File: config.mk
export PLATFORM = sky130hd
export DESIGN_NAME = alu_serial_rx
export DESIGN_NICKNAME = d
export VERILOG_FILES = /design/src/rtl/alu_pkg.sv /design/src/rtl/alu_rx_frame.sv /design/src/rtl/alu_serial_rx.sv
export SDC_FILE = /design/constraint.sdc
export NUM_CORES = 1
export LEC_CHECK = 0
export ABC_AREA = 1
export CORE_ASPECT_RATIO = 0.6
export CORE_UTILIZATION = 58
export CTS_BUF_LIST = sky130_fd_sc_hd__clkbuf_8
export DETAILED_ROUTE_END_ITERATION = 8
export PLACE_DENSITY = 0.82
export SKIP_LAST_GASP = 1
export SLEW_MARGIN = 20
export SYNTH_ARGS = -nofsm -noshare
export SYNTH_HDL_FRONTEND = slang
export SYNTH_SLANG_ARGS = --single-unit
File: constraint.sdc
create_clock -name clk -period 1.7 [get_ports clk]
set_clock_uncertainty 0.15 [all_clocks]
set_input_delay 0.34 -clock clk [delete_from_list [all_inputs] [get_ports clk]]
set_output_delay 0.34 -clock clk [all_outputs]
set_load 0.01 [all_outputs]
File: src/rtl/alu_pkg.sv
// Shared types, constants and CRC helper for the serial ALU command front-end.
// CRC checking in the top is built only when ALU_RX_CRC_EN is defined.
package alu_pkg;

    localparam int         FRAME_BITS  = 11;
    localparam int         DATA_BITS   = FRAME_BITS - 3;
    localparam int         DATA_FRAMES = 8;
    localparam logic [3:0] CRC_POLY    = 4'h3;

    typedef enum logic [2:0] {
        OP_AND = 3'b000,
        OP_OR  = 3'b001,
        OP_ADD = 3'b100,
        OP_SUB = 3'b101
    } alu_op_t;

    typedef enum logic {
        PKT_DATA = 1'b0,
        PKT_CTL  = 1'b1
    } packet_t;

    typedef enum logic [1:0] {
        FR_IDLE,
        FR_TYPE,
        FR_DATA,
        FR_STOP
    } frame_state_t;

    typedef enum logic [1:0] {
        CMD_COLLECT,
        CMD_CHECK,
        CMD_HOLD
    } cmd_state_t;

    // Bit-serial CRC4, MSB first, initial value 0.
    function automatic logic [3:0] crc4_calc(input logic [67:0] d);
        logic [3:0] c;
        logic       fb;
        c = 4'h0;
        for (int i = 67; i >= 0; i--) begin
            fb = c[3] ^ d[i];
            c  = {c[2:0], 1'b0} ^ (fb ? CRC_POLY : 4'h0);
        end
        return c;
    endfunction

    function automatic logic op_supported(input logic [2:0] op);
        return op inside {OP_AND, OP_OR, OP_ADD, OP_SUB};
    endfunction

endpackage

File: src/rtl/alu_rx_frame.sv
// Single-frame receiver: start | type | d[7:0] | stop, one bit per clock.
// Pulses o_frame_done for one cycle after the stop bit has been sampled.
module alu_rx_frame
    import alu_pkg::*;
(
    input  logic       i_clk,
    input  logic       i_rst_n,
    input  logic       i_sin,
    output logic       o_frame_done,
    output packet_t    o_frame_type,
    output logic [7:0] o_frame_byte,
    output logic       o_stop_err
);

    frame_state_t r_state;
    frame_state_t w_next_state;
    logic [2:0]   r_bit_cnt;
    logic [7:0]   r_shift;
    packet_t      r_type;
    logic         r_done;
    logic         r_stop_err;

    always_ff @(posedge i_clk or negedge i_rst_n) begin
        if (!i_rst_n) begin
            r_state <= FR_IDLE;
        end else begin
            r_state <= w_next_state;
        end
    end

    always_comb begin
        w_next_state = r_state;
        case (r_state)
            FR_IDLE: if (!i_sin) w_next_state = FR_TYPE;
            FR_TYPE: w_next_state = FR_DATA;
            FR_DATA: if (r_bit_cnt == 3'(DATA_BITS - 1)) w_next_state = FR_STOP;
            FR_STOP: w_next_state = FR_IDLE;
            default: w_next_state = FR_IDLE;
        endcase
    end

    // Byte and type stay stable from the stop bit until the next frame's data phase.
    always_ff @(posedge i_clk or negedge i_rst_n) begin
        if (!i_rst_n) begin
            r_bit_cnt  <= 3'd0;
            r_shift    <= 8'h00;
            r_type     <= PKT_DATA;
            r_done     <= 1'b0;
            r_stop_err <= 1'b0;
        end else begin
            r_done <= 1'b0;
            case (r_state)
                FR_TYPE: begin
                    r_type    <= packet_t'(i_sin);
                    r_bit_cnt <= 3'd0;
                end
                FR_DATA: begin
                    r_shift   <= {r_shift[6:0], i_sin};
                    r_bit_cnt <= r_bit_cnt + 3'd1;
                end
                FR_STOP: begin
                    r_done     <= 1'b1;
                    r_stop_err <= ~i_sin;
                end
                default: ;
            endcase
        end
    end

    assign o_frame_done = r_done;
    assign o_frame_type = r_type;
    assign o_frame_byte = r_shift;
    assign o_stop_err   = r_stop_err;

endmodule

File: src/rtl/alu_serial_rx.sv
// Serial ALU command front-end: assembles {B,A,op,crc4} frames, checks them, and
// presents one command per handshake. CRC checking built only with ALU_RX_CRC_EN.
module alu_serial_rx
    import alu_pkg::*;
(
    input  logic        clk,
    input  logic        rst_n,
    input  logic        sin,
    output logic        cmd_valid,
    input  logic        cmd_ready,
    output logic [31:0] cmd_a,
    output logic [31:0] cmd_b,
    output logic [2:0]  cmd_op,
    output logic        err_data,
    output logic        err_crc,
    output logic        err_op
);

    localparam logic [3:0] CNT_FULL = 4'(DATA_FRAMES);
    localparam logic [3:0] CNT_SAT  = 4'(DATA_FRAMES + 1);

    logic       w_frame_done;
    packet_t    w_frame_type;
    logic [7:0] w_frame_byte;
    logic       w_stop_err;

    alu_rx_frame u_frame (
        .i_clk        (clk),
        .i_rst_n      (rst_n),
        .i_sin        (sin),
        .o_frame_done (w_frame_done),
        .o_frame_type (w_frame_type),
        .o_frame_byte (w_frame_byte),
        .o_stop_err   (w_stop_err)
    );

    cmd_state_t  r_state;
    cmd_state_t  w_next_state;
    logic [63:0] r_shift;
    logic [3:0]  r_data_cnt;
    logic        r_bad_frame;
    logic        r_len_err;
    logic [2:0]  r_op;
    logic        w_data_ok;
    logic        w_ctl_ok;
    logic        w_crc_err;
    logic        w_op_err;
    logic        w_unused_bits;

    logic        r_cmd_valid;
    logic [31:0] r_cmd_a;
    logic [31:0] r_cmd_b;
    logic [2:0]  r_cmd_op;
    logic        r_err_data;
    logic        r_err_crc;
    logic        r_err_op;

    assign w_data_ok = w_frame_done && !w_stop_err && (w_frame_type == PKT_DATA);
    assign w_ctl_ok  = w_frame_done && !w_stop_err && (w_frame_type == PKT_CTL);

    always_ff @(posedge clk or negedge rst_n) begin
        if (!rst_n) begin
            r_state <= CMD_COLLECT;
        end else begin
            r_state <= w_next_state;
        end
    end

    // Handshake: cmd_valid stays high with all outputs frozen until a cycle with
    // cmd_valid && cmd_ready; that edge is the transfer and cmd_valid drops after it.
    always_comb begin
        w_next_state = r_state;
        case (r_state)
            CMD_COLLECT: if (w_ctl_ok) w_next_state = CMD_CHECK;
            CMD_CHECK:   w_next_state = CMD_HOLD;
            CMD_HOLD:    if (r_cmd_valid && cmd_ready) w_next_state = CMD_COLLECT;
            default:     w_next_state = CMD_COLLECT;
        endcase
    end

    // Data frames arriving while a command is held are an overrun and poison the
    // frame count until the next ctl frame, which is itself dropped.
    always_ff @(posedge clk or negedge rst_n) begin
        if (!rst_n) begin
            r_shift     <= 64'h0;
            r_data_cnt  <= 4'd0;
            r_bad_frame <= 1'b0;
            r_len_err   <= 1'b0;
            r_op        <= 3'b000;
        end else if (w_frame_done) begin
            if (w_stop_err) begin
                r_bad_frame <= 1'b1;
            end else if (w_data_ok) begin
                if (r_state == CMD_COLLECT) begin
                    r_shift <= {r_shift[55:0], w_frame_byte};
                    if (r_data_cnt != CNT_SAT) r_data_cnt <= r_data_cnt + 4'd1;
                end else begin
                    r_bad_frame <= 1'b1;
                end
            end else begin
                r_data_cnt  <= 4'd0;
                r_bad_frame <= 1'b0;
                if (r_state == CMD_COLLECT) begin
                    r_len_err <= (r_data_cnt != CNT_FULL) || r_bad_frame;
                    r_op      <= w_frame_byte[6:4];
                end
            end
        end
    end

`ifdef ALU_RX_CRC_EN
    logic [3:0] r_crc_rx;

    always_ff @(posedge clk or negedge rst_n) begin
        if (!rst_n) begin
            r_crc_rx <= 4'h0;
        end else if (w_ctl_ok && (r_state == CMD_COLLECT)) begin
            r_crc_rx <= w_frame_byte[3:0];
        end
    end

    assign w_crc_err     = (crc4_calc({r_shift, 1'b1, r_op}) != r_crc_rx);
    assign w_unused_bits = w_frame_byte[7];
`else
    assign w_crc_err     = 1'b0;
    assign w_unused_bits = ^{w_frame_byte[7], w_frame_byte[3:0]};
`endif

    assign w_op_err = !op_supported(r_op);

    // Errors are exclusive with priority data > crc > op; payload is zero on any error.
    always_ff @(posedge clk or negedge rst_n) begin
        if (!rst_n) begin
            r_cmd_valid <= 1'b0;
            r_cmd_a     <= 32'h0;
            r_cmd_b     <= 32'h0;
            r_cmd_op    <= 3'b000;
            r_err_data  <= 1'b0;
            r_err_crc   <= 1'b0;
            r_err_op    <= 1'b0;
        end else begin
            case (r_state)
                CMD_CHECK: begin
                    r_cmd_valid <= 1'b1;
                    r_err_data  <= r_len_err;
                    r_err_crc   <= !r_len_err && w_crc_err;
                    r_err_op    <= !r_len_err && !w_crc_err && w_op_err;
                    if (!r_len_err && !w_crc_err && !w_op_err) begin
                        r_cmd_a  <= r_shift[31:0];
                        r_cmd_b  <= r_shift[63:32];
                        r_cmd_op <= r_op;
                    end else begin
                        r_cmd_a  <= 32'h0;
                        r_cmd_b  <= 32'h0;
                        r_cmd_op <= 3'b000;
                    end
                end
                CMD_HOLD: begin
                    if (cmd_ready) begin
                        r_cmd_valid <= 1'b0;
                        r_cmd_a     <= 32'h0;
                        r_cmd_b     <= 32'h0;
                        r_cmd_op    <= 3'b000;
                        r_err_data  <= 1'b0;
                        r_err_crc   <= 1'b0;
                        r_err_op    <= 1'b0;
                    end
                end
                default: ;
            endcase
        end
    end

    assign cmd_valid = r_cmd_valid;
    assign cmd_a     = r_cmd_a;
    assign cmd_b     = r_cmd_b;
    assign cmd_op    = r_cmd_op;
    assign err_data  = r_err_data;
    assign err_crc   = r_err_crc;
    assign err_op    = r_err_op;

endmodule

==> summary.md, run 1 <==
| Metric | Value |
|---|---|
| Final instance area | 0.00789 mm2 |
| Initial antenna violation count | 0 |
| CTS Root Cell | clkbuf_8 |
| CP top delay family | flip-flops |
| Maximum fanout along the worst path | 2 |
| Largest stage delay, worst path | 0.42 ns |
| Die area | 0.0120 mm2 |
| DRC errors left | 0 |
| Post-synth top area share | 60.2% |
| WP data arrival | 1.17 ns |
| Run status | finished clean |
| Final core occ | 72.4% |
| H-tree depth | 4 |
| Routed Antenna Nets | 0 |
| Crit path kind | flop to output port |
| Num Clock Sinks | 161 |
| Final Max Tran Viols | 0 |
| Pin count of the biggest net entering global routing | 82 |
| Maximum VDD drop | 0.728 mV |
| Crit path buffers/inverters | 1 |
| DPL Wire Length | 9540 um |
| GPL Wtd Cong | 0.781 |
| Leading area contributor after synthesis | dfrtp_1 |
| Detailed Route WL | 14100 um |
| Remaining Overflow, GRT | 0 |
| Via-to-Cell Ratio | 5.44 |
| CP max stage cell | dfrtp_1 |
| Nets | 733 |
| Initial core utilization | 61.5% |
| Rows | 29 |
| Vias in the first global route | 4674 |
| Worst path cell trace | dlygate4sd2_1 |
| PortBufs | 73 |
| WL/cell | 16.2 um |
| Leakage power | 3.85 nW |
| Synthesized net count | 661 |
| Tcrit/Tclk final | 97.6% |
| Drt pass-1 iters | 5 |
| Mapped Cells | 648 |
| CP endpoint kind | output port |
| Avg Inst Size Synth | 10.3 um2 |
| Number of max-cap violations | 0 |
| First-pass GRT wire length | 23300 um |
| Ranking of synthesized cells by area | dfrtp_1 60%, o21ai_2 9.3%, nand3_1 5.8%, nand2_1 5.7%, inv_1 5.0% |
| Seq/Total Area, Yosys | 60.2% |
| GRT Total Usage | 25.7% |
| Yosys warnings | 0 |
| IO Pins | 75 |
| Chip Width | 141 um |
| Fin Setup TNS | 0 ns |
| Core area | 0.0109 mm2 |
| Pwr Density | 1310 mW/mm2 |
| Synth Cell Area | 0.00670 mm2 |
| Yosys reg bits | 161 |
| Fmax | 602 MHz |
| Layout area overhead | 17.7% |
| Die Span Y | 85.2 um |
| Worst setup SP type | flop |
| Clock tree buffer depth | 2 |
| Share of layout cells above drive strength 1 | 17.6% |
| Final min period | 1.66 ns |
| Req. time, crit path | 1.21 ns |
| DR iter-0 viols | 363 |
| ANT cells | 0 |
| Hold Fails Final Rpt | 0 |
| Worst-Skew Late Latency | 0.45 ns |
| DP Area | 0.00754 mm2 |
| Library cells used by synthesis | 24 |
| Reg clk slew, reported paths | 0.09 ns |
| RSZ-0062 raised after global routing | false |
| # fillers | 785 |
| CTS Buf Count | 17 |
| CTS tree | built |
| Vias post-DR | 4744 |
| Final Setup Violations | 0 |
| Worst min-delay path class | input pin to async pin |
layout by cell type (no fill, tap or decap), types with 2 or more instances in the layout:
cell type / count
inv_1: 90
buf_4: 8
o21ai_1: 23
nor2_4: 2
dlygate4sd2_1: 65
clkdlybuf4s50_1: 2
buf_12: 9
nor2_1: 6
clkdlybuf4s15_1: 5
dfrtp_1: 161
inv_6: 8
bufinv_16: 2
o21ai_2: 71
nand3_1: 78
nor2_2: 2
nand2_1: 101
clkinv_4: 2
ha_1: 9
clkinvlp_4: 3
clkbuf_8: 17
a21oi_1: 4
o21ai_0: 53
cell type report:
cell class              count  area [um2]  area share, %
inverters                  91         342           4.33
multi-input cells         358        2040           25.8
clock buffers              17         234           2.97
repair buffers             91         901           11.4
well taps                 139         174           2.21
clock inverters            15         170           2.16
flip-flops and latches    161        4030           51.1
cell usage after synthesis (all sizes together):
cell / instances
dfrtp: 161
nand4: 1
nand3: 80
conb: 1
clkbuf: 5
a21oi: 4
inv: 91
nand2: 102
a21boi: 1
buf: 33
xnor2: 1
ha: 9
nor2: 10
o31ai: 1
and3: 1
o21ai: 147
timing repair:
action	CTS	global route
setup buffers	1	1
endpoints found under the setup margin	70	6
endpoints found under the hold margin	161	0
hold buffers	1	0
resized for setup	70	5
logic make-up (layout without fill, tap and decap cells):
family	after synthesis	in the layout	share of synthesized area [%]
simple gates	194	194	12.9
flops	161	161	60.2
buf+inv	129	214	9.60
xor+xnor	1	1	0.131
fa+ha+maj	9	9	1.68
other cells	1	1	0.0560
compound gates	153	153	15.5
registers in the layout (all words and copies together) (netlist names), 3 cells and up:
name	cells
r_shift	64
cmd_a	32
cmd_b	32
u_frame.o_frame_byte	8
r_data_cnt	4
cmd_op	3
r_op	3
u_frame.r_bit_cnt	3
metrics by stage:
stage / worst slack, ns / power (W) / std cells / hold slack [ns]
floorplan: 0.369 / 0.00672 / 648 / -0.106
global placement: 0.0960 / 0.00755 / 837 / 0.0914
detailed placement: 0.0512 / 0.00770 / 837 / 0.0906
CTS: 0.0160 / 0.0104 / 871 / 0.167
global route: 0.000472 / 0.0110 / 872 / 0.181
finish: 0.0400 / 0.0103 / 872 / 0.180
layer usage:
metal | GRT usage [%] | wire (um)
met1 | 38.2 | 6880
met2 | 37.4 | 6220
met4 | 5.63 | 107
met5 | 0 | 0
met3 | 8.07 | 936
power breakdown:
| part | internal (W) | switching (W) | total, W |
|---|---|---|---|
| combinational | 0.000874 | 0.00162 | 0.00250 |
| clock | 0.00134 | 0.00151 | 0.00286 |
| sequential | 0.00455 | 0.000450 | 0.00500 |
| total | 0.00677 | 0.00358 | 0.0103 |
worst paths after layout:
check | from | end | slack [ns] | cells past startpoint
max | cmd_b[18] | cmd_b[18] | 0.04 | 1
min | rst_n | u_frame.r_bit_cnt[2] | 0.18 | 2
max reg2reg | r_state[0] | r_shift[34] | 0.13 | 5
min reg2reg | u_frame.o_frame_byte[3] | u_frame.o_frame_byte[4] | 0.33 | 2
max in group asynchronous | rst_n | cmd_b[5] | 0.72 | 3
min in group clk | u_frame.o_frame_byte[3] | u_frame.o_frame_byte[4] | 0.33 | 2
No activity file was read; power rests on OpenSTA's default activity.
==> run 2: changes to the inputs <==
--- a/config.mk
+++ b/config.mk
@@ -6,6 +6,7 @@
 export NUM_CORES = 1
 export LEC_CHECK = 0
 export ABC_AREA = 1
+export ABC_CLOCK_PERIOD_IN_PS = 1700
 export CORE_ASPECT_RATIO = 0.6
 export CORE_UTILIZATION = 58
 export CTS_BUF_LIST = sky130_fd_sc_hd__clkbuf_8
==> constraint.sdc (replaced) <==
create_clock -name clk -period 1.7 [get_ports clk]
set_clock_uncertainty 0.15 [all_clocks]
set_input_delay 0.425 -clock clk [delete_from_list [all_inputs] [get_ports clk]]
set_output_delay 0.425 -clock clk [all_outputs]
set_load 0.01 [all_outputs]
==> run 2 against run 1 <==
Against the previous run: non-clock buffer count grew 23; sequential power is essentially flat; routed wire length grew 2.9%; highest routed layer unchanged.
==> summary.md, run 2 (same netlist as run 1, synthesis figures left out) <==
| Metric | Value |
|---|---|
| Nets | 756 (+3.1%) |
| Die Span Y | 85.2 um (unchanged) |
| Vias in the first global route | 4759 (+1.8%) |
| Core area | 0.0109 mm2 (unchanged) |
| Worst-Skew Late Latency | 0.45 ns (about the same) |
| Worst setup SP type | flop |
| DR iter-0 viols | 387 (+6.6%) |
| Met2 WL | 6600 um (+6.1%) |
| Pin count of the biggest net entering global routing | 82 (unchanged) |
| Final WS setup | 0.0390 ns (-0.000973 ns) |
| Fin cells | 895 (+2.6%) |
| Largest stage delay, worst path | 0.40 ns (-0.02 ns) |
| IO Pins | 75 (unchanged) |
| Pwr Density | 1300 mW/mm2 (-0.79%) |
| WL/cell | 16.3 um (+0.23%) |
| Most frequent cells in the layout | 161 x dfrtp_1, 101 x nand2_1, 90 x inv_1 |
| Final Setup Violations | 0 (unchanged) |
| Max layer used | met4 |
| Final Max Tran Viols | 0 (unchanged) |
| Initial core utilization | 61.5% (unchanged) |
| Routed wl met3 | 1010 um (+7.6%) |
| DRC errors left | 0 (unchanged) |
| Clock tree buffer depth | 2 (unchanged) |
| Layout area overhead | 18.5% |
| Met1 WL | 6810 um (-1.0%) |
| CTS tree | built |
| CP top delay family | flip-flops |
| CP max stage cell | dfrtp_1 |
| Reg clk slew, reported paths | 0.08 ns (about the same) |
| Maximum VDD drop | 0.793 mV (+8.8%) |
| Commonest non-fill, non-tap cell in the layout | dfrtp_1 |
| Tcrit/Tclk final | 97.7% (about the same) |
| Crit path buffers/inverters | 1 (unchanged) |
| Leakage power | 3.73 nW (-2.9%) |
| Detailed Route WL | 14500 um (+2.9%) |
| CTS Root Cell | clkbuf_8 |
| Final min period | 1.66 ns (+0.000973 ns) |
| GPL Wtd Cong | 0.782 (about the same) |
| Vias post-DR | 4854 (+2.3%) |
| WP data arrival | 1.09 ns (-0.08 ns) |
| Inst Count DP | 837 (unchanged) |
| ANT cells | 0 (unchanged) |
| Number of max-cap violations | 0 (unchanged) |
| Final instance area | 0.00793 mm2 (+0.62%) |
| Worst path cell trace | clkdlybuf4s15_1 |
| Share of layout cells above drive strength 1 | 25.5% (+7.9 points) |
| Chip Width | 141 um (unchanged) |
| Final core occ | 72.9% (+0.45 points) |
| Die area | 0.0120 mm2 (unchanged) |
| Biggest register | r_shift |
| Rows | 29 (unchanged) |
| H-tree depth | 4 (unchanged) |
| DPL Wire Length | 9470 um (-0.80%) |
| RSZ-0062 raised after global routing | false |
| Worst min-delay path class | input pin to async pin |
| Max reg flops | 64 (unchanged) |
| Routed Antenna Nets | 0 (unchanged) |
| GRT Total Usage | 26.3% (+0.57 points) |
| Maximum fanout along the worst path | 2 (unchanged) |
| PortBufs | 73 (unchanged) |
| Drt pass-1 iters | 8 (+3) |
| First-pass GRT wire length | 24000 um (+2.8%) |
| Run status | finished clean |
| Initial antenna violation count | 0 (unchanged) |
| CP endpoint kind | output port |
| Crit path kind | flop to output port |
| Req. time, crit path | 1.12 ns (-0.09 ns) |
| Num Clock Sinks | 161 (unchanged) |
| Worst slack, placed | -0.0513 ns (-0.102 ns) |
| CTS Buf Count | 17 (unchanged) |
| DP Area | 0.00754 mm2 (unchanged) |
| Via-to-Cell Ratio | 5.42 (-0.31%) |
| Hold Fails Final Rpt | 0 (unchanged) |
| Remaining Overflow, GRT | 0 (unchanged) |
| Fmax | 602 MHz (about the same) |
-- run 2: changes by cell type in the layout (fill, tap and decap cells not counted), sizes merged --
cell           delta
buf              +24
bufinv            -1
clkbuf           +42
clkdlybuf4s15    +24
clkinv            +3
clkinvlp          +1
dlygate4sd2      -65
inv               -5
-- run 2: layout make-up --
class,count,area [um2]
inverters,91,342
repair buffers,114,962
fillers,765,2950
well taps,139,174
clock buffers,19,262
clock inverters,13,130
flip-flops and latches,161,4030
multi-input cells,358,2040
-- run 2: what timing repair did --
action | in CTS | in global routing
setup endpoints to repair | 70 | 43
setup buffers | 21 | 4
hold endpoints to repair | 72 | 0
pin swaps | 0 | 1
hold buffers | 1 | 0
resized for setup | 140 | 42
-- run 2: per-stage QoR --
step | TNS, ns | power, W | hold slack (ns)
detailed placement | -0.249 | 0.00769 | 0.177
floorplan | 0 | 0.00672 | -0.0206
finish | 0 | 0.0103 | 0.260
global route | 0 | 0.0109 | 0.260
global placement | 0 | 0.00755 | 0.176
CTS | -0.0151 | 0.0104 | 0.253
-- run 2: routing by layer --
| metal | GRT usage [%] | vias to the layer above |
|---|---|---|
| met1 | 39.6 | 2401 |
| met3 | 6.15 | 15 |
| li1 | - | 2285 |
| met2 | 38.4 | 153 |
| met5 | 0 | - |
| met4 | 7.71 | 0 |
-- run 2: path summary, 6_finish.rpt --
path | start | end | slack [ns] | depth (start not counted)
max | cmd_a[2] | cmd_a[2] | 0.04 | 1
min | rst_n | u_frame.r_bit_cnt[2] | 0.26 | 2
max reg2reg | r_data_cnt[1] | r_data_cnt[1] | 0.13 | 7
min reg2reg | r_len_err | err_op | 0.33 | 1
max in group asynchronous | rst_n | r_shift[27] | 0.62 | 3
min in group clk | r_len_err | err_op | 0.33 | 1
-- run 2: power by group --
| part | leakage [nW] | internal [W] | total (W) | switching (W) |
|---|---|---|---|---|
| combinational | 1.34 | 0.000937 | 0.00261 | 0.00167 |
| sequential | 2.21 | 0.00455 | 0.00500 | 0.000455 |
| clock | 0.186 | 0.00126 | 0.00272 | 0.00147 |
==> run 3: changes to the inputs <==
--- a/config.mk
+++ b/config.mk
@@ -7,12 +7,13 @@
 export LEC_CHECK = 0
 export ABC_AREA = 1
 export ABC_CLOCK_PERIOD_IN_PS = 1700
+export CAP_MARGIN = 20
 export CORE_ASPECT_RATIO = 0.6
 export CORE_UTILIZATION = 58
 export CTS_BUF_LIST = sky130_fd_sc_hd__clkbuf_8
+export CTS_CLUSTER_DIAMETER = 50
 export DETAILED_ROUTE_END_ITERATION = 8
 export PLACE_DENSITY = 0.82
-export SKIP_LAST_GASP = 1
 export SLEW_MARGIN = 20
 export SYNTH_ARGS = -nofsm -noshare
 export SYNTH_HDL_FRONTEND = slang
==> run 3 against run 2 <==
Against the previous run: via count increased by 0.14%; clock power hardly changed; register-to-register slack is essentially flat; worst hold slack about the same; sequential power about the same; non-clock buffer count did not move; sequential share of layout area stayed put; cell area did not move; first-iteration DRC count unchanged; setup slack better by 0.0016 ns; global-route usage is the same; largest cell class unchanged.
==> summary.md, run 3 (same netlist as run 1, synthesis figures left out) <==
| Metric | Value |
|---|---|
| DP Area | 0.00754 mm2 (unchanged) |
| Num Clock Sinks | 161 (unchanged) |
| DR iter-0 viols | 387 (unchanged) |
| Largest stage delay, worst path | 0.40 ns (about the same) |
| CP max stage cell | dfrtp_1 |
| Number of max-cap violations | 0 (unchanged) |
| CTS tree | built |
| Final core occ | 72.9% (unchanged) |
| Worst setup SP type | flop |
| DRC errors left | 0 (unchanged) |
| Worst r2r path cells | 7 (unchanged) |
| Top Usage Layer GRT | met1 |
| Tcrit/Tclk final | 97.6% (about the same) |
| Worst-Skew Late Latency | 0.45 ns (about the same) |
| ANT cells | 0 (unchanged) |
| Layout area overhead | 18.5% (unchanged) |
| Core area | 0.0109 mm2 (unchanged) |
| Global-route met1 utilization | 39.6% (unchanged) |
| Inst Count DP | 837 (unchanged) |
| RR Endpoint | r_data_cnt[1] |
| Leakage power | 3.73 nW (about the same) |
| Vias in the first global route | 4759 (unchanged) |
| Die area | 0.0120 mm2 (unchanged) |
| Biggest register | r_shift |
| # fillers | 765 (unchanged) |
| Req. time, crit path | 1.12 ns (about the same) |
| Final Setup Violations | 0 (unchanged) |
| Pwr Density | 1300 mW/mm2 (about the same) |
| Final Max Tran Viols | 0 (unchanged) |
| Vias post-DR | 4861 (+0.14%) |
| Routed Antenna Nets | 0 (unchanged) |
| Fin cells | 895 (unchanged) |
| R2R Path Start | r_data_cnt[1] |
| Final min period | 1.66 ns (-0.00164 ns) |
| Run status | finished clean |
| WP data arrival | 1.08 ns (about the same) |
| RSZ-0062 raised after global routing | false |
| Final WS setup | 0.0407 ns (+0.00164 ns) |
| Remaining Overflow, GRT | 0 (unchanged) |
| R2r setup slk | 0.13 ns (about the same) |
| Share of layout cells above drive strength 1 | 25.5% (unchanged) |
| Drt pass-1 iters | 7 (-1) |
| GRT met2 Usage | 38.4% (unchanged) |
| Commonest non-fill, non-tap cell in the layout | dfrtp_1 |
| GPL Wtd Cong | 0.782 (unchanged) |
| Most frequent cells in the layout | 161 x dfrtp_1, 101 x nand2_1, 90 x inv_1 |
| Clock tree buffer depth | 2 (unchanged) |
| Detailed Route WL | 14500 um (about the same) |
| Nets | 756 (unchanged) |
| GRT met3 Usage | 6.15% (unchanged) |
| Maximum VDD drop | 0.793 mV (about the same) |
| Worst min-delay path class | input pin to async pin |
| CTS Buf Count | 17 (unchanged) |
| Worst slack, placed | -0.0513 ns (unchanged) |
| Hold Fails Final Rpt | 0 (unchanged) |
| Max reg flops | 64 (unchanged) |
| Maximum fanout along the worst path | 2 (unchanged) |
| Crit path buffers/inverters | 1 (unchanged) |
| CP top delay family | flip-flops |
| Worst path cell trace | clkdlybuf4s15_1 |
| Die Span Y | 85.2 um (unchanged) |
| Final instance area | 0.00793 mm2 (unchanged) |
| Pin count of the biggest net entering global routing | 82 (unchanged) |
| WL/cell | 16.2 um (about the same) |
| IO Pins | 75 (unchanged) |
| Chip Width | 141 um (unchanged) |
| Crit path kind | flop to output port |
| Initial core utilization | 61.5% (unchanged) |
| DPL Wire Length | 9470 um (unchanged) |
| First-pass GRT wire length | 24000 um (unchanged) |
| H-tree depth | 4 (unchanged) |
| Initial antenna violation count | 0 (unchanged) |
| Rows | 29 (unchanged) |
| GRT Total Usage | 26.3% (unchanged) |
| CP endpoint kind | output port |
| Fmax | 603 MHz (about the same) |
| CTS Root Cell | clkbuf_8 |
| Via-to-Cell Ratio | 5.43 (+0.14%) |
| Reg clk slew, reported paths | 0.09 ns (about the same) |
| PortBufs | 73 (unchanged) |
[run 3: per-layer routing]
layer,wire [um],vias up
li1,-,2283
met1,6870,2401
met4,133,0
met2,6590,162
met3,950,15
met5,0,-
[run 3: timing repair]
action,CTS,global route
setup buffers,21,4
pin swaps,0,1
endpoints found under the setup margin,70,42
hold buffers,1,0
gates resized for setup,142,41
endpoints found under the hold margin,72,0
[run 3: layout make-up]
cell class / instances / area, um2 / area share, %
Clock inverter: 13 / 130 / 1.64
Sequential cell: 161 / 4030 / 50.8
Tap cell: 139 / 174 / 2.19
Multi-Input combinational cell: 358 / 2040 / 25.7
Clock buffer: 19 / 262 / 3.30
Timing Repair Buffer: 114 / 962 / 12.1
Inverter: 91 / 342 / 4.31
[run 3: stage by stage]
step           hold slack (ns)  total power [W]  setup TNS, ns
2_1_floorplan          -0.0206          0.00672              0
3_3_place_gp             0.176          0.00755              0
3_5_place_dp             0.177          0.00769         -0.249
4_1_cts                  0.253           0.0104              0
5_1_grt                  0.260           0.0109              0
6_report                 0.260           0.0103              0
[run 3: worst max-delay path by stage]
stage                              start                  to  cells after the start
floorplan           u_frame.r_bit_cnt[0]  u_frame.r_state[1]                      4
detailed placement             cmd_ready           cmd_a[29]                      5
CTS                            cmd_b[22]           cmd_b[22]                      1
global route                   cmd_b[21]           cmd_b[21]                      1
global placement               cmd_ready           cmd_a[31]                      5
finish                          cmd_a[2]            cmd_a[2]                      1
[run 3: where the power goes]
part | internal, W | total (W) | leakage, nW | switching [W]
Sequential | 0.00455 | 0.00500 | 2.21 | 0.000456
Combinational | 0.000937 | 0.00260 | 1.34 | 0.00167
Clock | 0.00126 | 0.00272 | 0.186 | 0.00147
